## config.mk

```make
export PLATFORM = sky130hd
export DESIGN_NAME = zmod_rx_aligner
export DESIGN_NICKNAME = d
export VERILOG_FILES = /design/src/rtl/zmod_rx_aligner.sv
export SDC_FILE = /design/constraint.sdc
export NUM_CORES = 1
export LEC_CHECK = 0
export ABC_AREA = 1
export BUFFER_PORTS_ARGS = -buffer_cell sky130_fd_sc_hd__buf_4
export CAP_MARGIN = 20
export CORE_MARGIN = 4
export CORE_UTILIZATION = 50
export CTS_CLUSTER_DIAMETER = 50
export DETAILED_ROUTE_END_ITERATION = 6
export HOLD_SLACK_MARGIN = 0.08
export PLACE_DENSITY_LB_ADDON = 0.25
export SETUP_SLACK_MARGIN = 0.15
export SLEW_MARGIN = 20
export SYNTH_ARGS = -nofsm -noshare
export SYNTH_HDL_FRONTEND = slang
export SYNTH_SLANG_ARGS = --single-unit
```

## constraint.sdc

```tcl
create_clock -name clk -period 4.1 [get_ports clk]
set_clock_uncertainty 0.15 [all_clocks]
set_input_delay 0.41 -clock clk [delete_from_list [all_inputs] [get_ports clk]]
set_output_delay 0.41 -clock clk [all_outputs]
set_load 0.01 [all_outputs]
```

## src/rtl/zmod_rx_aligner.sv

```systemverilog
// zmod_rx_aligner: word aligner for the zmod LVDS receive path.
//
// Hunts for the one-hot sync-lane byte, qualifies the same bit position over
// LOCK_COUNT consecutive bytes, then applies that bit shift to every data
// lane. While locked it watches the aligned sync word and drops lock after
// UNLOCK_COUNT consecutive bad words.
//
// Build option: define ZMOD_RX_CHECK_EN to build the per-lane
// incrementing-byte checker (check_err / check_err_cnt). Without it both
// checker outputs are tied to zero.
//
// fsm_state exposes the aligner state: 0 = HUNT, 1 = VERIFY, 2 = LOCKED.
//
// Stream semantics: data_out carries aligned lane bytes every cycle.
// data_valid qualifies them. There is no ready; the stream cannot stall,
// so a byte is consumed on every cycle where data_valid is 1.
module zmod_rx_aligner #(
    parameter int N            = 3,
    parameter int LOCK_COUNT   = 16,
    parameter int UNLOCK_COUNT = 4
) (
    input  logic           clk,
    input  logic           rst_n,
    input  logic [7:0]     sync_in,
    input  logic [N*8-1:0] data_in,
    output logic [N*8-1:0] data_out,
    output logic           data_valid,
    output logic           locked,
    output logic [2:0]     shift,
    output logic [15:0]    sync_err_cnt,
    output logic           check_err,
    output logic [15:0]    check_err_cnt,
    output logic [1:0]     fsm_state
);

    typedef enum logic [1:0] {
        HUNT   = 2'd0,
        VERIFY = 2'd1,
        LOCKED = 2'd2
    } state_t;

    localparam logic [7:0] LOCK_CNT8   = LOCK_COUNT[7:0];
    localparam logic [7:0] UNLOCK_CNT8 = UNLOCK_COUNT[7:0];

    state_t         state_q, state_d;
    logic [2:0]     cand_q, cand_d;
    logic [7:0]     cnt_q, cnt_d;
    logic [7:0]     miss_q, miss_d;
    logic [2:0]     shift_d;
    logic           err_inc;

    logic [7:0]     sync_d1;
    logic [N*8-1:0] data_d1;

    logic           one_hot;
    logic [2:0]     pos;
    logic [3:0]     ones;
    logic [15:0]    sync_win;
    logic           sync_good;
    logic [15:0]    data_win;
    logic [N*8-1:0] aligned;

    assign fsm_state = state_q;
    assign sync_win  = {sync_in, sync_d1};
    assign sync_good = (sync_win[shift +: 8] == 8'h01);

    // Classify the raw sync byte: one-hot flag and the index of its set bit.
    always_comb begin
        ones = 4'd0;
        pos  = 3'd0;
        for (int b = 0; b < 8; b++) begin
            if (sync_in[b]) begin
                ones = ones + 4'd1;
                pos  = 3'(b);
            end
        end
        one_hot = (ones == 4'd1);
    end

    // Extract the aligned byte of every lane with the currently applied shift.
    always_comb begin
        aligned  = '0;
        data_win = '0;
        for (int i = 0; i < N; i++) begin
            data_win           = {data_in[8*i +: 8], data_d1[8*i +: 8]};
            aligned[8*i +: 8]  = data_win[shift +: 8];
        end
    end

    // Next-state logic: hunt for a candidate, qualify it, then track sync health.
    always_comb begin
        state_d = state_q;
        cand_d  = cand_q;
        cnt_d   = cnt_q;
        miss_d  = miss_q;
        shift_d = shift;
        err_inc = 1'b0;
        case (state_q)
            HUNT: begin
                if (one_hot) begin
                    cand_d  = pos;
                    cnt_d   = 8'd1;
                    state_d = VERIFY;
                end
            end
            VERIFY: begin
                if (one_hot && (pos == cand_q)) begin
                    if (cnt_q + 8'd1 == LOCK_CNT8) begin
                        shift_d = cand_q;
                        miss_d  = 8'd0;
                        cnt_d   = 8'd0;
                        state_d = LOCKED;
                    end else begin
                        cnt_d = cnt_q + 8'd1;
                    end
                end else begin
                    // A broken run is dropped; this byte does not start a new one.
                    cnt_d   = 8'd0;
                    state_d = HUNT;
                end
            end
            LOCKED: begin
                if (sync_good) begin
                    miss_d = 8'd0;
                end else begin
                    err_inc = 1'b1;
                    if (miss_q + 8'd1 == UNLOCK_CNT8) begin
                        miss_d  = 8'd0;
                        state_d = HUNT;
                    end else begin
                        miss_d = miss_q + 8'd1;
                    end
                end
            end
            default: begin
                state_d = HUNT;
            end
        endcase
    end

    // State, qualification counters and the delay line for the byte windows.
    always_ff @(posedge clk) begin
        if (!rst_n) begin
            state_q <= HUNT;
            cand_q  <= 3'd0;
            cnt_q   <= 8'd0;
            miss_q  <= 8'd0;
            shift   <= 3'd0;
            sync_d1 <= 8'd0;
            data_d1 <= '0;
        end else begin
            state_q <= state_d;
            cand_q  <= cand_d;
            cnt_q   <= cnt_d;
            miss_q  <= miss_d;
            shift   <= shift_d;
            sync_d1 <= sync_in;
            data_d1 <= data_in;
        end
    end

    // Registered outputs: aligned data, valid, lock status, saturating error count.
    always_ff @(posedge clk) begin
        if (!rst_n) begin
            data_out     <= '0;
            data_valid   <= 1'b0;
            locked       <= 1'b0;
            sync_err_cnt <= 16'd0;
        end else begin
            data_out   <= aligned;
            data_valid <= (state_d == LOCKED);
            locked     <= (state_q == LOCKED);
            if (err_inc && (sync_err_cnt != 16'hFFFF)) begin
                sync_err_cnt <= sync_err_cnt + 16'd1;
            end
        end
    end

`ifdef ZMOD_RX_CHECK_EN
    logic chk_mismatch;
    logic chk_fire;

    // Compare each next aligned byte with the previous output byte plus one.
    always_comb begin
        chk_mismatch = 1'b0;
        for (int i = 0; i < N; i++) begin
            if (aligned[8*i +: 8] != data_out[8*i +: 8] + 8'd1) begin
                chk_mismatch = 1'b1;
            end
        end
    end

    // The first valid byte after lock only seeds the expectation.
    assign chk_fire = (state_d == LOCKED) && data_valid && chk_mismatch;

    // Register the checker flag and its saturating count.
    always_ff @(posedge clk) begin
        if (!rst_n) begin
            check_err     <= 1'b0;
            check_err_cnt <= 16'd0;
        end else begin
            check_err <= chk_fire;
            if (chk_fire && (check_err_cnt != 16'hFFFF)) begin
                check_err_cnt <= check_err_cnt + 16'd1;
            end
        end
    end
`else
    assign check_err     = 1'b0;
    assign check_err_cnt = 16'd0;
`endif

endmodule

```

==> summary.md <==
| Metric | Value |
|---|---|
| Avg WL per Cell | `13.2 µm` |
| DRT Pass-1 Iters | `7` |
| Family with the most delay on the worst path | `simple AND/OR/NAND/NOR gates` |
| Mapped Cells | `864` |
| Post-Synthesis Cell Area | `0.00575 mm²` |
| ANT cells | `0` |
| GRT overflow | `0` |
| Clk root buf | `clkbuf_16` |
| Hold WS | `92.0 ps` |
| CTS Hold Buffers Added | `0` |
| Cell Pwr Density | `352 mW/mm²` |
| Final Max Tran Viols | `0` |
| Max_cap viols | `0` |
| ANT nets after route | `0` |
| Worst Setup Start Kind | `input pin` |
| Fin nets | `997` |
| DP Area | `0.00650 mm²` |
| CORE AREA | `0.0110 mm²` |
| Final hold vios | `0` |
| GRT Resource Usage Total | `0.214` |
| Drc violations | `11` |
| Critical path fanouts, max | `7` |
| Nature of the critical path endpoint | `flop` |
| Rows | `38` |
| Main synth FF type | `dfxtp_1` |
| Crit-path slowest cell | `ha_4` |
| Clock sinks | `98` |
| Most frequent cell after synthesis | `nand2_1` |
| Clk_lat worst skew | `340 ps` |
| Sequential element share of the synthesized area | `0.341` |
| Ys async rst share | `0` |
| Leading cell types by count after synthesis | `nand2_1, inv_1, dfxtp_1` |
| Initial antenna violation count | `0` |
| Number of synthesized register bits | `98` |
| Largest stage delay, worst path | `290 ps` |
| Largest area contributor in the netlist | `dfxtp_1` |
| Die W | `115 µm` |
| Ports | `98` |
| Tightest Hold Check Type | `in -> reg` |
| CP required | `4230 ps` |
| Vias | `5578` |
| Setup CP Type | `in -> reg` |
| RD Place Congestion | `0.884` |
| Layout cells sized above 1 | `0.201` |
| Max Root-Sink Buffers | `2` |
| Mean Syn Cell Area | `6.66 µm²` |
| Largest net degree at the start of global routing | `61` |
| Failing checks | `DRC` |
| Synth top area cells | `dfxtp_1, nand2_1, inv_1` |
| First-pass GRT wire length | `23.5 mm` |
| Static leakage | `3.37 nW` |
| Hpwl dp | `9.72 mm` |
| Worst slew pin tran | `756 ps` |
| TritonCTS clock tree | `done` |
| Die H | `115 µm` |
| Fmax | `257 MHz` |
| Initial Utilization | `0.522` |
| Post-layout instance area | `0.00710 mm²` |
| P&R area growth vs syn | `23.5%` |
| WP buf/inv | `7` |
| Number of synthesized flops with an enable pin | `0` |
| Via-to-Cell Ratio | `5.10` |
| CTS buffer count | `9` |
| Ys Warns | `0` |
| Setup violators final | `0` |
| DRT Wirelength | `14.4 mm` |
| Vias in the first global route | `5210` |
| Die area | `0.0133 mm²` |
| Post-Place Setup Slack | `-496 ps` |
| Critical Path AT | `4010 ps` |
| Peak supply drop | `0.192 mV` |
| Final Critical Period | `3890 ps` |
| Initial drt markers | `461` |
| Top-area cell type share of the netlist area | `0.341` |
| Netlist cell types | `46` |
| Port Buffers | `80` |
| Clock Pin Slew Worst Setup and Hold Paths | `70 ps` |
| Final core utilization | `0.644` |
| Status | `complete, but fails checks` |
| Worst slew margin | `0.493` |
| H-Tree Depth | `3` |
| Setup Total Neg Slack | `0 ps` |
| Crit share post-route | `0.948` |
| Setup WS post-layout | `213 ps` |
| RSZ-0062 raised after global routing | `yes` |
[final timing paths]
| check | startpoint | endpoint | slack (ps) | depth (start not counted) |
|---|---|---|---|---|
| setup reg to reg | shift[0] | sync_err_cnt[4] | 790 | 13 |
| hold reg to reg | cnt_q[7] | cnt_q[7] | 320 | 2 |
| setup / recovery | sync_in[0] | miss_q[0] | 210 | 30 |
| hold / removal | data_in[23] | data_d1[23] | 90 | 3 |
[logic make-up (layout without fill, tap and decap cells)]
kind of cell,Yosys count,count (layout),share of synthesized area
simple gates,418,419,0.324
compound gates,132,132,0.123
xor+xnor,20,20,0.0304
buf+inv,166,239,0.124
other cells,1,17,0.000652
fa+ha+maj,14,14,0.0304
mux,15,15,0.0261
flops,98,98,0.341
[cell type report]
type / instances / area, µm²
Sequential cell: 98 / 1960
Inverter: 114 / 445
Multi-Input combinational cell: 617 / 3350
Clock inverter: 6 / 95.1
Tap cell: 140 / 175
Timing Repair Buffer: 109 / 842
Fill cell: 1008 / 3930
Clock buffer: 10 / 229
[where the power goes]
group	internal (W)	switching (W)	total [W]
Clock	0.000543	0.000387	0.000930
Sequential	0.00100	0.0000345	0.00104
Combinational	0.000224	0.000312	0.000536
Total	0.00177	0.000733	0.00250
[layout by cell type, fill, tap and decap left out, types with 3 or more instances in the layout]
cell       synthesis  layout
nand2_1          235     223
buf_4             20     105
dfxtp_1           98      97
inv_1            105      96
nand3_1           63      61
nor2_1            62      61
a21oi_1           57      55
o21ai_0           53      52
nor3_1            17      17
conb_1             1      17
mux2i_1           15      15
xor2_1            15      15
inv_2              6      12
nand2_2            8      11
nand2_4            3      11
clkbuf_16          0       9
nand3_2            6       7
ha_1              14       7
nand4_1            6       6
ha_4               0       6
a211oi_1           5       5
xnor2_1            5       5
o21ai_1            4       5
o211ai_1           4       4
clkinv_1           3       3
inv_6              0       3
buf_6              2       3
[registers in the layout (all words and copies together), names as in the netlist, 2 cells and up]
signal,count
fsm_state,2
data_d1,24
sync_d1,8
cnt_q,8
miss_q,8
cand_q,3
data_out,24
shift,3
sync_err_cnt,16
[stage by stage]
step,total power (W),instances
final,0.00250,1094
after global routing,0.00262,1094
after CTS,0.00246,1091
after detailed placement,0.00150,1067
after global placement,0.00149,1067
after floorplan,0.00138,880
[metal layers]
layer / up-vias / track usage / share of wire
met3: 27 / 0.0295 / 0.041
met2: 125 / 0.376 / 0.49
met4: 0 / 0.0704 / 0.019
met5: - / 0 / 0
li1: 2896 / - / -
met1: 2530 / 0.268 / 0.45
[worst register-to-register path: cells and delay by family (launching register included)]
kind / cells / cell delay, ps
AOI/OAI and AO/OA: 3 / 400
buffers and inverters: 3 / 940
DFF: 1 / 670
and+or+nand+nor: 7 / 1090
[what timing repair did]
item	in CTS	in global routing
setup buffers	7	3
cloned	1	0
pin swaps	23	19
gates resized for setup	20	23
endpoints found under the setup margin	25	25
Note: power is estimated with default switching activity, not from simulation.
